[config.mk]
export PLATFORM = sky130hd
export DESIGN_NAME = div_req_ctrl_flat
export DESIGN_NICKNAME = d
export VERILOG_FILES = /design/src/rtl/div_pkg.sv /design/src/rtl/div_req_ctrl_if.sv /design/src/rtl/div_opnd_ext.sv /design/src/rtl/div_req_ctrl.sv /design/src/flat_wrapper.sv
export SDC_FILE = /design/constraint.sdc
export NUM_CORES = 1
export LEC_CHECK = 0
export ABC_AREA = 1
export CORE_AREA = 4 4 184 186
export DETAILED_ROUTE_END_ITERATION = 6
export DIE_AREA = 0 0 188 190
export PLACE_DENSITY_LB_ADDON = 0.1
export SLEW_MARGIN = 0
export SYNTH_ARGS = -nofsm -noshare
export SYNTH_HDL_FRONTEND = slang
export SYNTH_SLANG_ARGS = --single-unit
[constraint.sdc]
create_clock -name clk -period 11.5 [get_ports clk]
set_input_delay 2.3 -clock clk [delete_from_list [all_inputs] [get_ports clk]]
set_output_delay 2.3 -clock clk [all_outputs]
set_load 0.05 [all_outputs]
[src/rtl/div_pkg.sv]
// Shared definitions for the divider requester: widths, op-bit positions, FSM encodings.
package div_pkg;
    localparam int XLEN    = 64;
    localparam int TAG_W   = 5;
    localparam int OP_W    = 3;
    localparam int OP_UNS  = 0;
    localparam int OP_REM  = 1;
    localparam int OP_WORD = 2;

    typedef enum logic [1:0] {
        ST_IDLE  = 2'd0,
        ST_ISSUE = 2'd1,
        ST_WAIT  = 2'd2,
        ST_RESP  = 2'd3
    } state_t;

    function automatic logic [XLEN-1:0] word_ext(input logic [XLEN-1:0] v, input logic sgn);
        return sgn ? {{32{v[31]}}, v[31:0]} : {32'b0, v[31:0]};
    endfunction
endpackage

[src/rtl/div_req_ctrl_if.sv]
// EXU issue, WB result and divider request/response signals of the divide requester.
interface div_req_ctrl_if;
    import div_pkg::*;

    logic                in_valid;
    logic                in_ready;
    logic [OP_W-1:0]     in_op;
    logic [XLEN-1:0]     in_rs1;
    logic [XLEN-1:0]     in_rs2;
    logic [TAG_W-1:0]    in_rd;
    logic                out_valid;
    logic                out_ready;
    logic [XLEN-1:0]     out_data;
    logic [TAG_W-1:0]    out_rd;
    logic                div_flush;
    logic                div_valid;
    logic                div_signed;
    logic [XLEN-1:0]     div_dividend;
    logic [XLEN-1:0]     div_divisor;
    logic [XLEN-1:0]     div_quotient;
    logic [XLEN-1:0]     div_remainder;
    logic                div_o_valid;
    logic                div_o_ready;

    // slave: the controller; master: EXU, WB and divider around it
    modport slave (
        input  in_valid, in_op, in_rs1, in_rs2, in_rd, out_ready,
               div_quotient, div_remainder, div_o_valid,
        output in_ready, out_valid, out_data, out_rd, div_flush, div_valid,
               div_signed, div_dividend, div_divisor, div_o_ready
    );
    modport master (
        output in_valid, in_op, in_rs1, in_rs2, in_rd, out_ready,
               div_quotient, div_remainder, div_o_valid,
        input  in_ready, out_valid, out_data, out_rd, div_flush, div_valid,
               div_signed, div_dividend, div_divisor, div_o_ready
    );
endinterface

[src/rtl/div_opnd_ext.sv]
// Word/sign extension of divide operands and selection/extension of the architectural result.
module div_opnd_ext
    import div_pkg::*;
(
    input  logic [OP_W-1:0] opnd_op,
    input  logic [XLEN-1:0] rs1,
    input  logic [XLEN-1:0] rs2,
    input  logic [OP_W-1:0] res_op,
    input  logic [XLEN-1:0] quotient,
    input  logic [XLEN-1:0] remainder,
    output logic [XLEN-1:0] dividend,
    output logic [XLEN-1:0] divisor,
    output logic [XLEN-1:0] result
);
    logic            opnd_sgn;
    logic [XLEN-1:0] sel;

    assign opnd_sgn = ~opnd_op[OP_UNS];
    assign dividend = opnd_op[OP_WORD] ? word_ext(rs1, opnd_sgn) : rs1;
    assign divisor  = opnd_op[OP_WORD] ? word_ext(rs2, opnd_sgn) : rs2;

    // *W results are always sign-extended from bit 31, even for unsigned ops
    assign sel    = res_op[OP_REM] ? remainder : quotient;
    assign result = res_op[OP_WORD] ? word_ext(sel, 1'b1) : sel;
endmodule

[src/rtl/div_req_ctrl.sv]
// Requester-side controller for the 64-bit iterative divider (EXU -> divider -> WB).
// Optional DIV_ZERO_FAST_EN: divide-by-zero resolved locally at accept without issuing.
//
// state    | meaning
// IDLE     | ready for a new op from EXU
// ISSUE    | one-cycle div_valid pulse to the divider
// WAIT     | operands held, waiting for div_o_valid
// RESP     | result presented to WB until out_ready
module div_req_ctrl
    import div_pkg::*;
(
    input  logic                  clk,
    input  logic                  rst,
    input  logic                  flush,
    div_req_ctrl_if.slave         bus
);
    state_t            state, state_nx;
    logic [OP_W-1:0]   op_q;
    logic [TAG_W-1:0]  rd_q;
    logic [XLEN-1:0]   dividend_q, divisor_q, data_q;
    logic [XLEN-1:0]   dividend_ext, divisor_ext, result_ext;
    logic [XLEN-1:0]   res_q_src, res_r_src;
    logic [OP_W-1:0]   res_op;
    logic              accept, capture, fast_zero;

    assign accept = (state == ST_IDLE) && bus.in_valid && !flush;

`ifdef DIV_ZERO_FAST_EN
    // in IDLE the result path computes the div-by-zero answer from the incoming op
    assign fast_zero = (divisor_ext == '0);
    assign res_op    = (state == ST_IDLE) ? bus.in_op : op_q;
    assign res_q_src = (state == ST_IDLE) ? '1 : bus.div_quotient;
    assign res_r_src = (state == ST_IDLE) ? dividend_ext : bus.div_remainder;
`else
    assign fast_zero = 1'b0;
    assign res_op    = op_q;
    assign res_q_src = bus.div_quotient;
    assign res_r_src = bus.div_remainder;
`endif

    assign capture = ((state == ST_WAIT) && bus.div_o_valid && !flush) || (accept && fast_zero);

    div_opnd_ext u_ext (
        .opnd_op   (bus.in_op),
        .rs1       (bus.in_rs1),
        .rs2       (bus.in_rs2),
        .res_op    (res_op),
        .quotient  (res_q_src),
        .remainder (res_r_src),
        .dividend  (dividend_ext),
        .divisor   (divisor_ext),
        .result    (result_ext)
    );

    always_ff @(posedge clk or posedge rst) begin
        if (rst) begin
            state      <= ST_IDLE;
            op_q       <= '0;
            rd_q       <= '0;
            dividend_q <= '0;
            divisor_q  <= '0;
            data_q     <= '0;
        end else begin
            state <= state_nx;
            if (accept) begin
                op_q       <= bus.in_op;
                rd_q       <= bus.in_rd;
                dividend_q <= dividend_ext;
                divisor_q  <= divisor_ext;
            end
            if (capture) begin
                data_q <= result_ext;
            end
        end
    end

    always_comb begin
        state_nx        = state;
        bus.in_ready    = 1'b0;
        bus.div_valid   = 1'b0;
        bus.div_o_ready = 1'b0;
        bus.out_valid   = 1'b0;
        unique case (state)
            ST_IDLE: begin
                bus.in_ready = 1'b1;
                if (accept) state_nx = fast_zero ? ST_RESP : ST_ISSUE;
            end
            ST_ISSUE: begin
                bus.div_valid = 1'b1;
                state_nx      = ST_WAIT;
            end
            ST_WAIT: begin
                bus.div_o_ready = 1'b1;
                if (bus.div_o_valid) state_nx = ST_RESP;
            end
            ST_RESP: begin
                bus.out_valid = 1'b1;
                if (bus.out_ready) state_nx = ST_IDLE;
            end
            default: state_nx = ST_IDLE;
        endcase
        if (flush) state_nx = ST_IDLE;
    end

    assign bus.div_flush    = flush;
    assign bus.div_signed   = ~op_q[OP_UNS];
    assign bus.div_dividend = dividend_q;
    assign bus.div_divisor  = divisor_q;
    assign bus.out_data     = data_q;
    assign bus.out_rd       = rd_q;
endmodule

[src/flat_wrapper.sv]
// flat-port wrapper written by rule: the top's interface ports become plain ports
module div_req_ctrl_flat import div_pkg::*;
  (clk, rst, flush, bus_in_valid, bus_in_op, bus_in_rs1, bus_in_rs2, bus_in_rd, bus_out_ready, bus_div_quotient, bus_div_remainder, bus_div_o_valid, bus_in_ready, bus_out_valid, bus_out_data, bus_out_rd, bus_div_flush, bus_div_valid, bus_div_signed, bus_div_dividend, bus_div_divisor, bus_div_o_ready);
  div_req_ctrl_if bus_i ();
  input  logic clk;
  input  logic rst;
  input  logic flush;
  input wire logic [$bits(bus_i.in_valid)-1:0] bus_in_valid;
  input wire logic [$bits(bus_i.in_op)-1:0] bus_in_op;
  input wire logic [$bits(bus_i.in_rs1)-1:0] bus_in_rs1;
  input wire logic [$bits(bus_i.in_rs2)-1:0] bus_in_rs2;
  input wire logic [$bits(bus_i.in_rd)-1:0] bus_in_rd;
  input wire logic [$bits(bus_i.out_ready)-1:0] bus_out_ready;
  input wire logic [$bits(bus_i.div_quotient)-1:0] bus_div_quotient;
  input wire logic [$bits(bus_i.div_remainder)-1:0] bus_div_remainder;
  input wire logic [$bits(bus_i.div_o_valid)-1:0] bus_div_o_valid;
  output wire logic [$bits(bus_i.in_ready)-1:0] bus_in_ready;
  output wire logic [$bits(bus_i.out_valid)-1:0] bus_out_valid;
  output wire logic [$bits(bus_i.out_data)-1:0] bus_out_data;
  output wire logic [$bits(bus_i.out_rd)-1:0] bus_out_rd;
  output wire logic [$bits(bus_i.div_flush)-1:0] bus_div_flush;
  output wire logic [$bits(bus_i.div_valid)-1:0] bus_div_valid;
  output wire logic [$bits(bus_i.div_signed)-1:0] bus_div_signed;
  output wire logic [$bits(bus_i.div_dividend)-1:0] bus_div_dividend;
  output wire logic [$bits(bus_i.div_divisor)-1:0] bus_div_divisor;
  output wire logic [$bits(bus_i.div_o_ready)-1:0] bus_div_o_ready;
  assign bus_i.in_valid = bus_in_valid;
  assign bus_i.in_op = bus_in_op;
  assign bus_i.in_rs1 = bus_in_rs1;
  assign bus_i.in_rs2 = bus_in_rs2;
  assign bus_i.in_rd = bus_in_rd;
  assign bus_i.out_ready = bus_out_ready;
  assign bus_i.div_quotient = bus_div_quotient;
  assign bus_i.div_remainder = bus_div_remainder;
  assign bus_i.div_o_valid = bus_div_o_valid;
  assign bus_in_ready = bus_i.in_ready;
  assign bus_out_valid = bus_i.out_valid;
  assign bus_out_data = bus_i.out_data;
  assign bus_out_rd = bus_i.out_rd;
  assign bus_div_flush = bus_i.div_flush;
  assign bus_div_valid = bus_i.div_valid;
  assign bus_div_signed = bus_i.div_signed;
  assign bus_div_dividend = bus_i.div_dividend;
  assign bus_div_divisor = bus_i.div_divisor;
  assign bus_div_o_ready = bus_i.div_o_ready;
  div_req_ctrl u_core (.clk(clk), .rst(rst), .flush(flush), .bus(bus_i));
endmodule
After elaboration in Yosys (flattened, before gate mapping)
Cells that the tools add are included.
{ "word_totals": {"regBits": 202, "out_inout_bits": 203, "elab_cells": 35} }
{ "op_classes": {"eq_ne": 6, "muxes": 15, "bitwise": 1, "reduce_logical": 7} }
{ "ops": {"columns": ["op", "count"], "rows": [
  ["64-bit 2-to-1 mux", 6],
  ["2-bit 2-to-1 mux", 4],
  ["2-bit one-hot mux with 4 select lines", 1],
  ["3-bit inequality test, second input constant", 2],
  ["2-bit equality test, second input constant", 2],
  ["1-bit logical AND", 4],
  ["1-bit 2-to-1 mux", 4],
  ["3-bit by 2-bit inequality test with 1-bit output, second input constant", 1],
  ["3-bit AND reduction", 1],
  ["2-bit by 1-bit equality test with 1-bit output, second input constant", 1],
  ["2-bit zero test", 1],
  ["1-bit zero test", 1],
  ["1-bit NOT", 1]
]} }

Depth between registers and ports, before layout
{ "logic_depth": {"ltp_word": 6, "mapped_depth": 8} }

Modules after synthesis
Synthesis repeated with hierarchy kept, for this count alone.
{ "hier_totals": {"hier_cells": 1394, "area_unflattened_um2": 10456.3} }
{ "by_module_without_submodules": {"columns": ["mod", "instances", "cells_each", "area_per_inst_um2", "seq_area_each_um2"], "rows": [
  ["div_req_ctrl", 1, 874, 8044.0, 5054.8],
  ["div_opnd_ext", 1, 520, 2412.3, 0.0]
]} }

Worst setup path before layout
Ideal clock, no wire load.
{ "synth_path": {"path_type": "in2out", "from": "input port flush", "to": "output port bus_div_flush", "arrival_time_ns": 2.470, "required_time_ns": 9.200, "setup_slack_ns": 6.730, "cell_stages": 1, "n_path_buf": 1, "path_cell_list": "buf_4"} }
{ "synth_rtl": {"columns": ["item", "line_no", "text"], "rows": [
  ["start: declaration", "flat_wrapper.sv:7", "input logic flush;"],
  ["end: declaration", "flat_wrapper.sv:21", "output wire logic [$bits(bus_i.div_flush)-1:0] bus_div_flush;"]
]} }
No word-level cell between the ends.

Worst setup path after layout
{ "layout_path": {"from": "input port flush", "to": "output port bus_div_flush"} }
No word-level cell between the ends.

==> flow_summary.ini <==
[drt]
dr_total_vias = 8687
dr.first_iter.drc_count = 430
finalWirelength_um = 34900
firstDrtPassIters = 5
viasPerCell = 4.26
ant_nets = 0
drc = 0
wire_per_inst_um = 17.1

[global_routing]
grt_pass1_wl_um = 53500
antenna_found_initial = 1
grt_pass1_vias = 8909
overflow = 0
track_usage_pct = 18.8
grt_max_degree = 133

[place]
pre_cts_ws_ps = 5430
hpwl_um = 23900
placed_cells = 1990
postPlaceCellArea_mm2 = 0.0141
place.port_buffers = 472
place.gp.congestion = 0.799

[power]
peakVddDrop_mv = 0.179
p_leak_nw = 7.35
p_per_area_mw_per_mm2 = 326
fin_total_pwr_mw = 4.86

[finish]
final_cells = 2037
areaGrowthSynthToFinish_pct = 65.1
finish.instance_area_mm2 = 0.0149
mostFrequentLayoutCells = nand2_1 (603), clkdlybuf4s50_1 (472), dfrtp_1 (201)
fin_util_pct = 46.2
fin_nets = 1849
drive_above_1_share_pct = 5.96
final_common_cell = nand2_1

[worst_setup_path]
path_buf_inv = 2
crit_path_start_kind = primary input
max_stage_delay_ps = 860
critPathLaunch = flush
endpoint = bus_div_flush
path_class = primary input to output port
crit_arrival_ps = 3770
cp_top_family = buffers and inverters
reg2reg_depth = 6
slowest_stage = clkdlybuf4s50_1
path_depth = 2
r2r-end = u_core.bus.div_dividend[51]
worstPathRequired_ps = 9200
end_kind = output port
crit_chain = clkdlybuf4s50_1 -> clkdlybuf4s50_1
r2r_start = u_core.state[0]
crit_path_frequent_cell = clkdlybuf4s50_1
path_max_fanout = 6
r2r_slack_ps = 8570

[hold_path]
worstHoldPathCells = 2
min_path_type = flip-flop to flip-flop

[timing]
max_slew_margin_pct = 27.2
grt_setup_unrepaired = no
setup_violations = 0
tightestPinTransition_ps = 1090
slew_viol_final = 0
setup_ws_ps = 5430
period_needed_ps = 6070
tns_ps = 0
fmax_mhz = 165
period_share_pct = 52.8
holdWs_ps = 474
hold_violations = 0
skew_ps = 18.6

[clock_tree]
cts.clk_slew.worst_paths_ps = 60
htree_levels = 1
cts.path.max_buffers = 3
cts_buffers = 25
clk_latency_ps = 530
cts_sinks = 202
tritoncts = yes
ctsHoldBuffers = 0
cts_root_buffer = clkbuf_16
post-cts-setup-buffer-count = 0
post_cts_resized = 0

[synth]
yosysUniqueCellTypes = 22
synth_top_area_cell = dfrtp_1
synth_top_area_share_pct = 55.9
syn_nets = 1407
synth_cells = 1133
yosys_most_used_dff = dfrtp_1
synthMuxAreaShare_pct = 0
synth_top_family_by_area = simple AND/OR/NAND/NOR gates
yosys-top-cells-area = dfrtp_1 (56%), nand2_1 (25%), nand3_1 (5.5%)
synth_fa_ha_area_share_pct = 0.553
async_flop_share_pct = 100
avgSynthCellArea_um2 = 7.98
synth_seq_area_share_pct = 55.9
synth-edff-count = 0
synth-seq-cells = 202
yosys.area_share.simple_pct = 33.4
synth-xor-area-share_pct = 0
ys_warn_count = 0
synth-compound-area-share_pct = 2.85
synthesis.area_mm2 = 0.00904

[floorplanning]
rows = 66
fp.dieW_um = 188
core_mm2 = 0.0323
io_pins = 473
chipHeight_um = 190
initial_utilization_pct = 28.0
dieArea_mm2 = 0.0357

[outcome]
status = finished, final reports clean

[job]
drv_cap = 0
## layout make-up
type / instances / area (µm²)
diodes: 1 / 2.50
clock buffers: 33 / 706
clock inverters: 13 / 155
fillers: 3162 / 17400
inverters: 78 / 300
multi-input cells: 784 / 3340
flip-flops and latches: 202 / 5060
well taps: 442 / 553
repair buffers: 484 / 4810
## flip-flops by register name (all words and copies together), names as in the netlist
signal,cells
u_core.bus.out_rd,5
u_core.bus.div_divisor,64
u_core.state,2
u_core.op_q,3
u_core.bus.div_dividend,64
u_core.bus.out_data,64
## worst register-to-register path, delay by kind of cell, from the launching register on
| family | cells | cell delay (ps) |
|---|---|---|
| fa+ha+maj | 1 | 270 |
| buf+inv | 2 | 800 |
| flops | 1 | 410 |
| simple gates | 3 | 1280 |
## routing by layer
metal	part of all wire, %	track usage, %
met5	0	0
met1	41	23.3
met4	1.9	4.12
met3	11	8.17
met2	46	30.6
## how the worst min path moves through the flow
stage                                startpoint                           to  slack (ps)
floorplan                        u_core.op_q[0]               u_core.op_q[0]         450
global placement        u_core.bus.out_data[51]      u_core.bus.out_data[51]         460
detailed placement    u_core.bus.div_divisor[7]    u_core.bus.div_divisor[7]         460
CTS                 u_core.bus.div_dividend[29]  u_core.bus.div_dividend[29]         480
global route        u_core.bus.div_dividend[29]  u_core.bus.div_dividend[29]         490
finish              u_core.bus.div_dividend[24]  u_core.bus.div_dividend[24]         470
## logic make-up (layout without fill, tap and decap cells)
logic type,count (synthesis),after routing
AND/OR/NAND/NOR,744,744
flip-flops,202,202
buffers and inverters,147,608
AO/OA/AOI/OAI,36,36
adder cells (fa/ha/maj),4,4
other,0,1
## power by group
part	switching (mW)	total [mW]	leakage [nW]	internal, mW
Combinational	1.90	2.79	4.39	0.892
Sequential	0.186	1.24	2.54	1.06
Clock	0.326	0.826	0.419	0.500
## cell usage after synthesis (all sizes together) (2+ instances only)
master and number:
o211ai 31, buf 58, nor2 5, or2 32, nand4 2, dfrtp 202, clkbuf 11, nand3 100
ha 4, nand2 603, inv 78, o21ai 4
(Power assumes the default switching activity.)
